## src/rtl/exc_commit.sv

```systemverilog
// Writeback exception/interrupt commit: priority-encodes the retiring instr against registered interrupts.
// Latency 1 (registered commit pulses); wb_ready drops while idling or blanking after a redirect.
module exc_commit #(
    parameter int PC_W      = 32,
    parameter int INT_W     = 12,
    parameter int BLANK_CYC = 1
) (
    input  logic             clk,
    input  logic             reset,
    input  logic             wb_valid,
    output logic             wb_ready,
    input  logic [PC_W-1:0]  wb_pc,
    input  logic [13:0]      wb_exc_vec,
    input  logic [PC_W-1:0]  wb_badv,
    input  logic             wb_is_ertn,
    input  logic             wb_is_idle,
    input  logic             wb_is_refetch,
    input  logic             ie,
    input  logic [INT_W-1:0] lie,
    input  logic [INT_W-1:0] is,
    output logic             is_exc,
    output logic [5:0]       excode,
    output logic [8:0]       esubcode,
    output logic [PC_W-1:0]  badvaddr,
    output logic [PC_W-1:0]  csr_pc,
    output logic             is_ertn,
    output logic             is_fetch_again,
    output logic             is_idle,
    output logic             flush
);

    localparam int CNT_W = (BLANK_CYC > 1) ? $clog2(BLANK_CYC) : 1;

    typedef enum logic [1:0] {S_RUN, S_IDLE, S_BLANK} state_t;

    state_t            state, state_nxt;
    logic [CNT_W-1:0]  blank_cnt;
    logic              int_pend;
    logic [PC_W-1:0]   idle_pc;

    logic [3:0]        exc_idx;
    logic              exc_any;
    logic [5:0]        exc_code;
    logic [8:0]        exc_sub;
    logic [PC_W-1:0]   exc_badv;

    logic accept, take_int, take_exc, take_ertn, take_refetch, take_idle, idle_wake, redirect;

    logic              is_exc_d, is_ertn_d, is_fetch_again_d, is_idle_d, flush_d;
    logic [5:0]        excode_d;
    logic [8:0]        esubcode_d;
    logic [PC_W-1:0]   badvaddr_d, csr_pc_d;

    // Lowest set bit wins: bit 0 is the highest-priority source.
    assign exc_any = |wb_exc_vec;
    always_comb begin
        exc_idx = 4'd0;
        for (int i = 13; i >= 0; i--) begin
            if (wb_exc_vec[i]) exc_idx = 4'(i);
        end
    end

    always_comb begin
        exc_code = 6'h00;
        exc_sub  = 9'd0;
        exc_badv = '0;
        case (exc_idx)
            4'd0:  begin exc_code = 6'h08; exc_badv = wb_pc;   end
            4'd1:  begin exc_code = 6'h3F; exc_badv = wb_pc;   end
            4'd2:  begin exc_code = 6'h03; exc_badv = wb_pc;   end
            4'd3:  begin exc_code = 6'h07; exc_badv = wb_pc;   end
            4'd4:  exc_code = 6'h0B;
            4'd5:  exc_code = 6'h0C;
            4'd6:  exc_code = 6'h0D;
            4'd7:  exc_code = 6'h0E;
            4'd8:  begin exc_code = 6'h09; exc_badv = wb_badv; end
            4'd9:  begin exc_code = 6'h08; exc_sub = 9'd1; exc_badv = wb_badv; end
            4'd10: begin exc_code = 6'h3F; exc_badv = wb_badv; end
            4'd11: begin exc_code = 6'h01; exc_badv = wb_badv; end
            4'd12: begin exc_code = 6'h02; exc_badv = wb_badv; end
            4'd13: begin exc_code = 6'h04; exc_badv = wb_badv; end
            default: exc_code = 6'h00;
        endcase
    end

    assign wb_ready     = (state == S_RUN);
    assign accept       = wb_ready & wb_valid;
    assign take_int     = accept & int_pend;
    assign take_exc     = accept & ~int_pend & exc_any;
    assign take_ertn    = accept & ~int_pend & ~exc_any & wb_is_ertn;
    assign take_refetch = accept & ~int_pend & ~exc_any & ~wb_is_ertn & wb_is_refetch;
    assign take_idle    = accept & ~int_pend & ~exc_any & ~wb_is_ertn & ~wb_is_refetch & wb_is_idle;
    assign idle_wake    = (state == S_IDLE) & int_pend;
    assign redirect     = take_int | take_exc | take_ertn | take_refetch;

    always_ff @(posedge clk) begin
        if (!reset) begin
            state     <= S_RUN;
            blank_cnt <= '0;
            int_pend  <= 1'b0;
            idle_pc   <= '0;
        end else begin
            state     <= state_nxt;
            blank_cnt <= (state == S_BLANK) ? blank_cnt + 1'b1 : '0;
            int_pend  <= ie & (|(lie & is));
            if (take_idle) idle_pc <= wb_pc;
        end
    end

    always_comb begin
        state_nxt = state;
        case (state)
            S_RUN: begin
                if (redirect)       state_nxt = S_BLANK;
                else if (take_idle) state_nxt = S_IDLE;
            end
            S_IDLE:  if (int_pend) state_nxt = S_BLANK;
            S_BLANK: if (blank_cnt == CNT_W'(BLANK_CYC - 1)) state_nxt = S_RUN;
            default: state_nxt = S_RUN;
        endcase
    end

    // Data outputs are zero whenever their pulse is not firing.
    always_comb begin
        is_exc_d         = take_int | take_exc | idle_wake;
        is_ertn_d        = take_ertn;
        is_fetch_again_d = take_refetch;
        is_idle_d        = take_idle;
        excode_d         = take_exc ? exc_code : 6'h00;
        esubcode_d       = take_exc ? exc_sub  : 9'd0;
        badvaddr_d       = take_exc ? exc_badv : '0;
        csr_pc_d         = '0;
        if (take_int | take_exc | take_refetch | take_idle) csr_pc_d = wb_pc;
        else if (idle_wake)                                 csr_pc_d = idle_pc;
        flush_d          = (state != S_RUN) | redirect | take_idle;
    end

    always_ff @(posedge clk) begin
        if (!reset) begin
            is_exc         <= 1'b0;
            excode         <= 6'h00;
            esubcode       <= 9'd0;
            badvaddr       <= '0;
            csr_pc         <= '0;
            is_ertn        <= 1'b0;
            is_fetch_again <= 1'b0;
            is_idle        <= 1'b0;
            flush          <= 1'b0;
        end else begin
            is_exc         <= is_exc_d;
            excode         <= excode_d;
            esubcode       <= esubcode_d;
            badvaddr       <= badvaddr_d;
            csr_pc         <= csr_pc_d;
            is_ertn        <= is_ertn_d;
            is_fetch_again <= is_fetch_again_d;
            is_idle        <= is_idle_d;
            flush          <= flush_d;
        end
    end

endmodule

```

## config.mk

```make
export PLATFORM = sky130hd
export DESIGN_NAME = exc_commit
export DESIGN_NICKNAME = d
export VERILOG_FILES = /design/src/rtl/exc_commit.sv
export SDC_FILE = /design/constraint.sdc
export NUM_CORES = 1
export LEC_CHECK = 0
export ABC_AREA = 1
export BUFFER_PORTS_ARGS = -buffer_cell sky130_fd_sc_hd__buf_4
export CAP_MARGIN = 10
export CORE_MARGIN = 4
export CORE_UTILIZATION = 45
export CTS_CLUSTER_SIZE = 40
export DETAILED_ROUTE_END_ITERATION = 16
export PLACE_DENSITY = 0.77
export SKIP_CTS_REPAIR_TIMING = 1
export SYNTH_ARGS = -nofsm -noshare
export SYNTH_HDL_FRONTEND = slang
export SYNTH_SLANG_ARGS = --single-unit
```

## constraint.sdc

```tcl
create_clock -name clk -period 3.1 [get_ports clk]
set_input_delay 0.62 -clock clk [delete_from_list [all_inputs] [get_ports clk]]
set_output_delay 0.62 -clock clk [all_outputs]
set_load 0.05 [all_outputs]
```

==> flow_summary.toml <==
[global_route]
grt_max_degree = 41
grt_pass1_vias = 4056
overflow = 0
grt_first_pass_wirelength_microns = 19100
antenna_found_initial = 0
track_usage_pct = 20.6

[yosys]
synth.distinct_cells = 39
syn_avg_cell_area_sq_um = 8.14
synth_cells = 539
syn-cell-area_sq_um = 4390
synth_top_area_share_pct = 50.7
yosys.area.top_type = "dfxtp_1"
yosys-top-cells-area = "dfxtp_1 51%, nand2_1 10%, a21oi_1 4.8%"
yosys_warnings = 0
synth_edf_count = 0
ys_ff_latch = 111
yosys_most_used_dff = "dfxtp_1"
synthArstFlopShare_pct = 0
yosysSeqAreaShare_pct = 50.7

[sta]
slew_viol_final = 0
clock_skew_ns = 0.0126
fin_ws_ns = 0.944
timing.fmax_ghz = 0.464
rsz0062_at_grt = "false"
finalSetupViolCount = 0
tns_ns = 0
fin_crit_ns = 2.16
finalCritPeriodShare_pct = 69.6
final-hold-violation-count = 0
tightest_slew_ns = 0.593
max_slew_margin_pct = 60.2

[layout]
drive_gt1_share_pct = 35.6
area_growth_pct = 36.2
nNetsFinal = 820
instances_no_fill = 845
num_antenna_cells = 0
postLayoutCellArea_sq_um = 5980

[detailed_routing]
wl_microns = 11800
firstDrtPassIters = 4
viasPerCell = 4.93
wire_per_inst_microns = 14.0
drt_iter0_markers = 233
drc = 0
ant_nets = 0
num_vias = 4163

[die]
start_util_pct = 46.8
die_area_sq_um = 11400
die_height_microns = 107
ios = 194
fp.dieW_microns = 107
num_rows = 35
core_sq_um = 9370

[pwr]
p_comb_share_pct = 19.3
peakVddDrop_mv = 0.211
powerDensity_nw_per_um2 = 471
switching_share_pct = 30.2
p_total_mw = 2.81
power.switching_mw = 0.849
p_seq_share_pct = 52.8
p_int_mw = 1.96
power_leakage_nw = 2.87
pwr-share-clk_pct = 27.8

[placement]
placed_cell_area_sq_um = 5810
dpl_worst_slack_ns = 0.556
numPlacedInstances = 829
gp_congestion = 0.827
dp_hpwl_microns = 8970
portBuffers = 185

[clock_network]
cts-root-buf = "clkbuf_8"
cts_inserted_buffers = 9
clockBufferDepth = 2
htree_levels = 3
cts.sink_count = 111
clk_pin_slew_ns = 0.10
clock_latency_ns = 0.37
cts_tree = "done"

[run_status]
status = "finished clean"

[min_path]
hold_path_class = "flip-flop to flip-flop"

[critical_path]
timing.reg2reg.setup_slack_ns = 0.99
worst_setup_path_end_kind = "flip-flop"
cp.arrival_ns = 2.45
startpoint_type = "input port"
crit_path_max_fanout = 34
worstPathRequired_ns = 3.40
path_class = "input port to flip-flop"

[job]
maxCapViolations = 0
[placed cells by master (no fill, tap or decap), types with 9 or more instances in the layout]
cell / synthesis / layout
clkbuf_8: 0 / 9
a21oi_1: 42 / 42
o21ai_0: 24 / 24
dfxtp_1: 111 / 111
buf_4: 9 / 190
nand3_1: 39 / 39
nor2_1: 44 / 44
o32ai_1: 9 / 9
nand2_1: 119 / 119
nand2_2: 11 / 11
inv_1: 36 / 36
[cell type report]
class | count | area, sq um
Clock inverter | 6 | 42.5
Clock buffer | 10 | 128
Tap cell | 129 | 161
Inverter | 48 | 188
Fill cell | 840 | 3400
Sequential cell | 111 | 2220
Multi-Input combinational cell | 351 | 1810
Timing Repair Buffer | 190 | 1430
[synth_stat cells, types with 4 or more instances]
master    number
a21oi_1       42
a21oi_2        8
a22oi_2        8
buf_4          9
clkbuf_1      21
dfxtp_1      111
inv_1         36
inv_2          8
nand2_1      119
nand2_2       11
nand3_1       39
nand4_1        4
nor2_1        44
nor2_2         5
nor3_1         5
o21ai_0       24
o32ai_1        9
[per-stage QoR]
step | utilization, % | hold WS (ns)
detailed placement | 61.9 | 0.445
CTS | 63.8 | 0.452
global route | 63.8 | 0.466
global placement | 61.9 | 0.436
floorplan | - | 0.424
finish | 63.8 | 0.456
[per-layer routing]
metal	vias to the layer above	track usage [%]	wire length, microns	part of all wire, %
met5	-	0	0	0
li1	2090	-	-	-
met4	0	8.31	255	2.2
met3	20	3.01	668	5.6
met2	140	36.1	6090	51
met1	1913	25.2	4820	41
[state kept, by name, summed over array words and instances (netlist names)]
signal	cells
is_idle	1
flush	1
esubcode	1
state	2
is_fetch_again	1
is_exc	1
badvaddr	32
excode	5
int_pend	1
csr_pc	32
is_ertn	1
blank_cnt	1
idle_pc	32
[critical path, stage by stage]
cell and delay (ns):
buf_4 0.11, inv_1 0.10, nand4_1 0.15, nor2_2 0.14, nand2_2 0.07, inv_2 0.07
nand2_4 0.06, nor2_8 0.11, nand2_4 0.24, nor2_4 0.35, inv_1 0.23, o21ai_0 0.19
[cells by family (layout without fill, tap and decap cells)]
kind of cell,count (synthesis),after routing,share of synthesized area (%)
AND/OR/NAND/NOR,239,239,24.9
flip-flops,111,111,50.7
AO/OA/AOI/OAI,104,104,15.5
buffers and inverters,84,254,8.84
other,1,8,0.0855
[power groups by stage]
stage | Combinational, mW | Clock, mW | Sequential, mW
5_1_grt | 0.582 | 0.845 | 1.49
6_report | 0.544 | 0.783 | 1.49
3_5_place_dp | 0.546 | 0 | 1.52
4_1_cts | 0.547 | 0.789 | 1.49
3_3_place_gp | 0.540 | 0 | 1.52
2_1_floorplan | 0.183 | 0 | 1.67
[worst paths after layout]
check / end / depth (start not counted) / start
min reg2reg: blank_cnt / 1 / blank_cnt
min: blank_cnt / 1 / blank_cnt
max: idle_pc[6] / 12 / wb_exc_vec[7]
max reg2reg: idle_pc[6] / 9 / state[1]
(Power assumes the default switching activity.)
